--- src/rtl/dooz_pkg.sv ---
// Shared constants, result-state encoding and small row helpers for the
// Dooz matrix display.
package dooz_pkg;

    localparam int CELLS = 9;
    localparam int ROWS  = 3;
    localparam int COLS  = 3;

    // Result-state encoding
    localparam logic [1:0] PLAY  = 2'd0;
    localparam logic [1:0] WIN_A = 2'd1;
    localparam logic [1:0] WIN_B = 2'd2;
    localparam logic [1:0] DRAW  = 2'd3;

    // Select the three cells of one row; bit c of the result is column c.
    function automatic logic [2:0] row_cells(input logic [8:0] cells, input logic [1:0] row);
        logic [2:0] r;
        case (row)
            2'd0:    r = cells[2:0];
            2'd1:    r = cells[5:3];
            2'd2:    r = cells[8:6];
            default: r = 3'b000;
        endcase
        return r;
    endfunction

    // Active-low one-hot row enable; an out-of-range row leaves all rows off.
    function automatic logic [2:0] row_enable_n(input logic [1:0] row);
        logic [2:0] r;
        case (row)
            2'd0:    r = 3'b110;
            2'd1:    r = 3'b101;
            2'd2:    r = 3'b011;
            default: r = 3'b111;
        endcase
        return r;
    endfunction

endpackage

--- src/rtl/dooz_scan_timer.sv ---
// Row scan timebase: row period divider, row index, frame counter and
// blink phase for the Dooz matrix display.
module dooz_scan_timer #(
    parameter int unsigned SCAN_DIV     = 1000,
    parameter int unsigned BLANK_CYC    = 2,
    parameter int unsigned BLINK_FRAMES = 64
) (
    input  logic       clk,
    input  logic       reset,
    output logic [1:0] row_idx,
    output logic       blank,
    output logic       frame_stb,
    output logic       blink
);

    localparam int DW = (SCAN_DIV > 1) ? $clog2(SCAN_DIV) : 1;
    localparam int FW = (BLINK_FRAMES > 1) ? $clog2(BLINK_FRAMES) : 1;

    logic [DW-1:0] div_cnt_q, div_cnt_d;
    logic [1:0]    row_q, row_d;
    logic [FW-1:0] frame_cnt_q, frame_cnt_d;
    logic          blink_q, blink_d;
    logic          row_tc_s;
    logic          frame_stb_s;

    assign row_tc_s    = (div_cnt_q == DW'(SCAN_DIV - 1));
    assign frame_stb_s = row_tc_s && (row_q == 2'd2);

    assign row_idx   = row_q;
    assign blank     = (div_cnt_q < DW'(BLANK_CYC));
    assign frame_stb = frame_stb_s;
    assign blink     = blink_q;

    // Next-state for the divider, row index, frame counter and blink phase.
    always_comb begin
        div_cnt_d   = div_cnt_q;
        row_d       = row_q;
        frame_cnt_d = frame_cnt_q;
        blink_d     = blink_q;
        if (row_tc_s) begin
            div_cnt_d = {DW{1'b0}};
            if (row_q == 2'd2) begin
                row_d = 2'd0;
            end else begin
                row_d = row_q + 2'd1;
            end
        end else begin
            div_cnt_d = div_cnt_q + DW'(1);
        end
        if (frame_stb_s) begin
            if (frame_cnt_q == FW'(BLINK_FRAMES - 1)) begin
                frame_cnt_d = {FW{1'b0}};
                blink_d     = ~blink_q;
            end else begin
                frame_cnt_d = frame_cnt_q + FW'(1);
            end
        end else begin
            frame_cnt_d = frame_cnt_q;
        end
    end

    // Timebase state registers; reset restarts at row 0 in the blink-off phase.
    always_ff @(posedge clk or negedge reset) begin
        if (!reset) begin
            div_cnt_q   <= {DW{1'b0}};
            row_q       <= 2'd0;
            frame_cnt_q <= {FW{1'b0}};
            blink_q     <= 1'b0;
        end else begin
            div_cnt_q   <= div_cnt_d;
            row_q       <= row_d;
            frame_cnt_q <= frame_cnt_d;
            blink_q     <= blink_d;
        end
    end

endmodule

--- src/rtl/dooz_matrix_display.sv ---
// Dooz display stage: frame-synchronous input shadows, result FSM and the
// registered row/column drive for a row-scanned 3x3 bicolour LED matrix.
module dooz_matrix_display
    import dooz_pkg::*;
#(
    parameter int unsigned SCAN_DIV     = 1000,
    parameter int unsigned BLANK_CYC    = 2,
    parameter int unsigned BLINK_FRAMES = 64
) (
    input  logic             clk,
    input  logic             reset,
    input  logic [CELLS-1:0] selectA,
    input  logic [CELLS-1:0] selectB,
    input  logic             turnA,
    input  logic             turnB,
    input  logic             winnerA,
    input  logic             winnerB,
    input  logic             equal,
    output logic [ROWS-1:0]  row_n,
    output logic [COLS-1:0]  col_red,
    output logic [COLS-1:0]  col_green,
    output logic             led_turnA,
    output logic             led_turnB,
    output logic             conflict
);

    logic [1:0] row_idx_s;
    logic       blank_s;
    logic       frame_stb_s;
    logic       blink_s;

    dooz_scan_timer #(
        .SCAN_DIV     (SCAN_DIV),
        .BLANK_CYC    (BLANK_CYC),
        .BLINK_FRAMES (BLINK_FRAMES)
    ) u_timer (
        .clk       (clk),
        .reset     (reset),
        .row_idx   (row_idx_s),
        .blank     (blank_s),
        .frame_stb (frame_stb_s),
        .blink     (blink_s)
    );

    logic [CELLS-1:0] sh_a_q, sh_b_q;
    logic             sh_turn_a_q, sh_turn_b_q;
    logic [1:0]       state_q, state_d;
    logic             conflict_q;
    logic [ROWS-1:0]  row_n_q, row_n_d;
    logic [COLS-1:0]  col_red_q, col_red_d;
    logic [COLS-1:0]  col_green_q, col_green_d;
    logic             led_turn_a_q, led_turn_a_d;
    logic             led_turn_b_q, led_turn_b_d;
    logic             any_result_s;
    logic             red_en_s, green_en_s;

    assign any_result_s = winnerA | winnerB | equal;

    // Result FSM next state, decided on the flags being latched into the
    // shadows at this boundary so state and board always describe one frame.
    always_comb begin
        state_d = state_q;
        case (state_q)
            PLAY: begin
                if (winnerA) begin
                    state_d = WIN_A;
                end else if (winnerB) begin
                    state_d = WIN_B;
                end else if (equal) begin
                    state_d = DRAW;
                end else begin
                    state_d = PLAY;
                end
            end
            WIN_A: begin
                if (!any_result_s) begin
                    state_d = PLAY;
                end else begin
                    state_d = WIN_A;
                end
            end
            WIN_B: begin
                if (!any_result_s) begin
                    state_d = PLAY;
                end else if (winnerA) begin
                    state_d = WIN_A;
                end else begin
                    state_d = WIN_B;
                end
            end
            DRAW: begin
                if (!any_result_s) begin
                    state_d = PLAY;
                end else if (winnerA) begin
                    state_d = WIN_A;
                end else if (winnerB) begin
                    state_d = WIN_B;
                end else begin
                    state_d = DRAW;
                end
            end
            default: state_d = PLAY;
        endcase
    end

    // Frame-boundary capture of inputs, result state and conflict flag.
    always_ff @(posedge clk or negedge reset) begin
        if (!reset) begin
            sh_a_q      <= {CELLS{1'b0}};
            sh_b_q      <= {CELLS{1'b0}};
            sh_turn_a_q <= 1'b0;
            sh_turn_b_q <= 1'b0;
            state_q     <= PLAY;
            conflict_q  <= 1'b0;
        end else if (frame_stb_s) begin
            sh_a_q      <= selectA;
            sh_b_q      <= selectB;
            sh_turn_a_q <= turnA;
            sh_turn_b_q <= turnB;
            state_q     <= state_d;
            conflict_q  <= |(selectA & selectB);
        end else begin
            sh_a_q      <= sh_a_q;
            sh_b_q      <= sh_b_q;
            sh_turn_a_q <= sh_turn_a_q;
            sh_turn_b_q <= sh_turn_b_q;
            state_q     <= state_q;
            conflict_q  <= conflict_q;
        end
    end

    // Column mux: blink gating per result state, blanking at row start.
    always_comb begin
        red_en_s     = 1'b1;
        green_en_s   = 1'b1;
        case (state_q)
            PLAY:    begin red_en_s = 1'b1;    green_en_s = 1'b1;    end
            WIN_A:   begin red_en_s = blink_s; green_en_s = 1'b1;    end
            WIN_B:   begin red_en_s = 1'b1;    green_en_s = blink_s; end
            DRAW:    begin red_en_s = blink_s; green_en_s = blink_s; end
            default: begin red_en_s = 1'b1;    green_en_s = 1'b1;    end
        endcase
        row_n_d = row_enable_n(row_idx_s);
        if (blank_s) begin
            col_red_d   = 3'b000;
            col_green_d = 3'b000;
        end else begin
            col_red_d   = row_cells(sh_a_q, row_idx_s) & {COLS{red_en_s}};
            col_green_d = row_cells(sh_b_q, row_idx_s) & {COLS{green_en_s}};
        end
        led_turn_a_d = sh_turn_a_q & (state_q == PLAY);
        led_turn_b_d = sh_turn_b_q & (state_q == PLAY);
    end

    // Output registers; reset blanks the matrix immediately, even mid-row.
    always_ff @(posedge clk or negedge reset) begin
        if (!reset) begin
            row_n_q      <= 3'b111;
            col_red_q    <= 3'b000;
            col_green_q  <= 3'b000;
            led_turn_a_q <= 1'b0;
            led_turn_b_q <= 1'b0;
        end else begin
            row_n_q      <= row_n_d;
            col_red_q    <= col_red_d;
            col_green_q  <= col_green_d;
            led_turn_a_q <= led_turn_a_d;
            led_turn_b_q <= led_turn_b_d;
        end
    end

    assign row_n     = row_n_q;
    assign col_red   = col_red_q;
    assign col_green = col_green_q;
    assign led_turnA = led_turn_a_q;
    assign led_turnB = led_turn_b_q;
    assign conflict  = conflict_q;

endmodule
--- config.mk ---
export PLATFORM = sky130hd
export DESIGN_NAME = dooz_matrix_display
export DESIGN_NICKNAME = d
export VERILOG_FILES = /design/src/rtl/dooz_pkg.sv /design/src/rtl/dooz_scan_timer.sv /design/src/rtl/dooz_matrix_display.sv
export SDC_FILE = /design/constraint.sdc
export NUM_CORES = 1
export LEC_CHECK = 0
export ABC_AREA = 1
export CAP_MARGIN = 40
export CORE_AREA = 2 2 77 64
export CTS_CLUSTER_SIZE = 12
export DETAILED_ROUTE_END_ITERATION = 10
export DIE_AREA = 0 0 79 66
export PLACE_DENSITY_LB_ADDON = 0.1
export SYNTH_ARGS = -nofsm -noshare
export SYNTH_HDL_FRONTEND = slang
export SYNTH_SLANG_ARGS = --single-unit
export TNS_END_PERCENT = 1
--- constraint.sdc ---
create_clock -name clk -period 3.6 [get_ports clk]
set_input_delay 0.36 -clock clk [delete_from_list [all_inputs] [get_ports clk]]
set_output_delay 0.36 -clock clk [all_outputs]
set_load 0.1 [all_outputs]
; Word level (Yosys, flattened, before mapping)
; Index checks and enable logic that the tools add are counted.
[op_classes]
add_sub_neg = 3
reduce_logical = 9
bitwise_logic = 8
mux = 22
n_eq_ne = 7
order_cmp = 1
[op_table]
columns = operator, n
row1 = case mux 3 bit (3 select lines), 3
row2 = two-way mux 2 bit, 8
row3 = two-way mux 3 bit, 4
row4 = "adder 10 x 1 -> 10 bit, second input constant", 1
row5 = "== test 10 bit, second input constant", 1
row6 = "< comparator 10 x 2 -> 1 bit, second input constant", 1
row7 = two-way mux 10 bit, 1
row8 = bitwise AND 9 bit, 1
row9 = OR reduction 9 bit, 1
row10 = case mux 2 bit (4 select lines), 1
row11 = OR reduction 2 bit, 4
row12 = "adder 6 x 1 -> 6 bit, second input constant", 1
row13 = bitwise AND 3 bit, 2
row14 = "== test 2 bit, second input constant", 3
row15 = "== test 6 bit, second input constant", 1
row16 = two-way mux 6 bit, 1
row17 = "== test 2 x 1 -> 1 bit, second input constant", 2
row18 = zero test 2 bit, 2
row19 = case mux 1 bit (2 select lines), 2
row20 = "adder 2 x 1 -> 2 bit, second input constant", 1
row21 = bitwise AND 1 bit, 2
row22 = two-way mux 1 bit, 2
row23 = bitwise OR 1 bit, 2
row24 = AND reduction 2 bit, 1
row25 = 2 further kinds, 2
[totals]
out_inout_bits = 12
word_cells = 65
in_bits = 25
regBits = 53

; Longest topological paths before layout
[logic_depth]
ltp_word = 5
ltp_mapped = 9
depth_no_buf = 7

; Hierarchy
; From an unflattened synthesis, not the netlist that was laid out.
[hier_totals]
hier_cells = 314
hier_area_um2 = 2504.9
[by_module_without_submodules]
columns = module, cells_per_inst, seq_area_each_um2, n_inst, area_each_um2
row1 = dooz_matrix_display, 187, 854.6, 1, 1478.9
row2 = dooz_scan_timer, 127, 475.5, 1, 1026.0

; Worst setup path before layout
; OpenSTA, ideal clock, no wires.
[synth_timing]
kind = register -> register
from = register u_timer.div_cnt_q[1]
to = register sh_a_q[8]
n_path_buf = 2
setup_ns = 0.126
path_stages_with_launch = 9
arrival_time_ns = 1.322
period_less_slack_ns = 1.447
path_slack_ns = 2.153
required_time_ns = 3.474
path_cell_list = dfrtp_1 ha_1 nand2_2 nor2_4 nand3_4 nor2_4 buf_6 buf_6 o21ai_0
[synth_between]
elab_chain_len = 2
[synth_lines]
columns = item, line
row1 = from (decl), dooz_scan_timer.sv:19  ; logic [DW-1:0] div_cnt_q, div_cnt_d;
row2 = from (signal assigned), dooz_scan_timer.sv:65  ; div_cnt_q <= {DW{1'b0}};
row3 = from (signal assigned), dooz_scan_timer.sv:70  ; div_cnt_q <= div_cnt_d;
row4 = == test 10 bit, dooz_scan_timer.sv:26  ; assign row_tc_s = (div_cnt_q == DW'(SCAN_DIV - 1));
row5 = logical AND 1 bit, dooz_scan_timer.sv:27  ; assign frame_stb_s = row_tc_s && (row_q == 2'd2);
row6 = to (signal assigned), dooz_matrix_display.sv:109  ; sh_a_q <= {CELLS{1'b0}};
row7 = to (signal assigned), dooz_matrix_display.sv:116  ; sh_a_q <= selectA;
row8 = to (signal assigned), dooz_matrix_display.sv:123  ; sh_a_q <= sh_a_q;
row9 = to (decl), dooz_matrix_display.sv:45  ; logic [CELLS-1:0] sh_a_q, sh_b_q;
; Every way passes these cells.
; A chain may end at the register's enable or synchronous reset.

; Worst setup path after layout
[layout_timing]
from = register u_timer.div_cnt_q[1]
to = register u_timer.frame_cnt_q[0]
[layout_between]
elab_chain_len = 2
[layout_lines]
columns = item, line
row1 = == test 10 bit, dooz_scan_timer.sv:26
row2 = logical AND 1 bit, dooz_scan_timer.sv:27
row3 = to (signal assigned), dooz_scan_timer.sv:67  ; frame_cnt_q <= {FW{1'b0}};
row4 = to (signal assigned), dooz_scan_timer.sv:72  ; frame_cnt_q <= frame_cnt_d;
row5 = to (decl), dooz_scan_timer.sv:21  ; logic [FW-1:0] frame_cnt_q, frame_cnt_d;
; Every way passes these cells.

==> metrics.cfg <==
[status]
status = completed

[route]
wl_per_cell_um = 11.6
num_vias = 2029
viasPerCell = 4.90
drt_iter0_markers = 110
wl_mm = 4.78
drc = 0
firstDrtPassIters = 4
final_antenna_net_count = 0

[worst_setup_path]
rr_endpoint = u_timer.frame_cnt_q[0]
ff2ff_setup_slack_ps = 1640
cp-start-kind = register
cp_data_arrival_time_ps = 2160
worst_setup_path_end_kind = register
reg2reg_depth = 5
cp_max_fo = 21
path_class = register to register
crit_required_ps = 3800
crit_slowest_cell = nand3_1
slowest_delay_ps = 560
r2r_start = u_timer.div_cnt_q[1]
path_cells = ha_1 -> nand2_2 -> nor2_1 -> nand3_1 -> o21ai_0

[synth]
synth.avg_cell_area_um2 = 8.14
synth_largest_area_cell = dfrtp_1
syn_area_um2 = 2470
ys_warn_count = 0
synth-seq-cells = 53
netlist_instances = 304
ys_top_cells_by_area = dfrtp_1 (51%), nand2_1 (17%), inv_1 (5.0%)
synth.top_cell.area_share = 0.506
syn_nets = 331
seq_area_frac_synth = 0.538
synth_cell_types = 25

[pwr]
p_leak_nw = 1.56
p_per_area_nw_per_um2 = 352
ir_worst_vdd_mv = 0.230

[clock_tree]
cts-root-buf = clkbuf_8
cts_buffers = 5
cts_tree = yes
htree_levels = 2
postCtsSetupRepairBufs = 0
clkTransAtPathRegs_ps = 100
cts_resized = 0
postCtsHoldBufs = 0
cts_max_path_buffers = 2
cts_sinks = 53
insertion_delay_ps = 300

[global_route]
use_met3 = 0.0464
gr-max-usage-layer = met2
grt_start_max_net_pins = 39
grt_overflow_total = 0
antenna_found_initial = 0
grt_pass1_vias = 1863
grt_use_met2 = 0.334
met1_usage = 0.285
grt_pass1_wl_mm = 8.37
grt.total_usage = 0.208

[sta]
period_share = 0.546
max_clock_freq_ghz = 0.509
setup_viol = 0
clock_skew_ps = 9.53
fin_crit_ps = 1960
fin_tns_setup_ps = 0
hold_viol_final = 0
layout_setup_ws_ps = 1640
relSlewSlack = 0.493
grt_setup_unrepaired = no
maxSlewViolCount = 0
worst_pin_slew_ps = 759

[run]
maxCapViolCount = 0

[place]
io_buffers = 36
hpwl_mm = 3.56
place_congestion = 0.929
dp_worst_setup_slack_ps = 1600

[floorplan]
ios = 37
dieHeight_um = 66
die_w_um = 79
fp.dieArea_um2 = 5210
rows = 22
coreArea_um2 = 4460
start_util = 0.555

[hold_path]
hp-class = input port to asynchronous set/reset pin

[layout]
syn_to_final_growth_pct = 28.4
drive_gt1_frac = 0.0960
nets = 380
n_antenna_cell = 0

worst max-delay path by stage:
| stage | startpoint | to |
|---|---|---|
| 2_1_floorplan | u_timer.div_cnt_q[1] | sh_a_q[8] |
| 3_3_place_gp | row_n[0] | row_n[0] |
| 3_5_place_dp | u_timer.div_cnt_q[1] | u_timer.frame_cnt_q[0] |
| 4_1_cts | u_timer.div_cnt_q[1] | u_timer.frame_cnt_q[0] |
| 5_1_grt | u_timer.div_cnt_q[1] | sh_turn_a_q |
| 6_report | u_timer.div_cnt_q[1] | u_timer.frame_cnt_q[0] |
stage by stage:
stage	utilization	total power [mW]	cells	cell area [µm²]	hold WS, ps
final	0.712	1.12	414	3180	25.0
after global routing	0.712	1.16	414	3180	56.2
after CTS	0.712	1.13	414	3180	40.8
after detailed placement	0.682	0.656	406	3040	375
after global placement	0.641	0.655	394	2860	374
after floorplan	-	0.613	304	2470	64.4
per-layer routing:
layer  share of wire  wire length, µm
met4           0.012               57
met5               0                0
met2            0.45             2170
met1            0.49             2340
met3           0.046              221
cells in the final DEF, fill, tap and decap left out:
master and count:
a21oi_1 5, buf_2 1, buf_4 1, buf_8 12, bufinv_16 2, clkbuf_8 5
clkdlybuf4s50_1 35, dfrtp_1 50, dfstp_2 3, ha_1 2, inv_1 33, inv_6 1
nand2_1 114, nand2_2 2, nand3_1 14, nand3_2 1, nand3_4 1, nand4_1 3
nor2_1 29, nor2_2 1, nor2_4 2, nor3_1 5, nor3b_1 1, o211ai_1 6
o21ai_0 18, o21bai_1 1, or2_2 2, xnor2_1 2, xor2_1 2
cell type report:
cell class,count,area [µm²]
Clock inverter,3,68.8
Fill cell,371,1280
Sequential cell,53,1330
Tap cell,60,75.1
Multi-Input combinational cell,211,967
Inverter,33,124
Clock buffer,5,68.8
Timing Repair Buffer,49,543
where the power goes:
| part | total, mW | leakage (nW) | switching (mW) | internal (mW) |
|---|---|---|---|---|
| combinational | 0.0479 | 0.891 | 0.0218 | 0.0261 |
| clock | 0.475 | 0.0687 | 0.195 | 0.280 |
| sequential | 0.595 | 0.595 | 0 | 0.595 |
| total | 1.12 | 1.56 | 0.217 | 0.901 |
Yosys cell counts (all sizes together):
master	n
o21ai	18
or2	2
nand2	116
dfstp	3
nor3	5
buf	6
nor2	32
clkbuf	1
xor2	2
o211ai	6
a21oi	5
nor3b	1
ha	2
nand4	3
inv	33
dfrtp	50
nand3	16
xnor2	2
o21bai	1
critical path, delay by kind of cell, from the launching register on:
family / cells / cell delay (ps)
adder cells (fa/ha/maj): 1 / 210
AO/OA/AOI/OAI: 1 / 400
AND/OR/NAND/NOR: 3 / 840
flip-flops: 1 / 410
registers in the layout, indices dropped and copies added, names as in the netlist:
register and cells:
u_timer.blink 1, u_timer.row_idx 2, conflict 1, sh_a_q 9, u_timer.div_cnt_q 10, sh_turn_a_q 1, led_turnB 1, col_green 3
col_red 3, sh_b_q 9, state_q 2, sh_turn_b_q 1, row_n 3, u_timer.frame_cnt_q 6, led_turnA 1
logic make-up (layout without fill, tap and decap cells):
family	after synthesis	count (layout)	synth area share
simple gates	175	175	0.299
flops	53	53	0.538
buf+inv	40	90	0.0713
compound gates	30	30	0.0678
xor+xnor	4	4	0.0142
fa+ha+maj	2	2	0.0101
No activity file was read; power rests on OpenSTA's default activity.
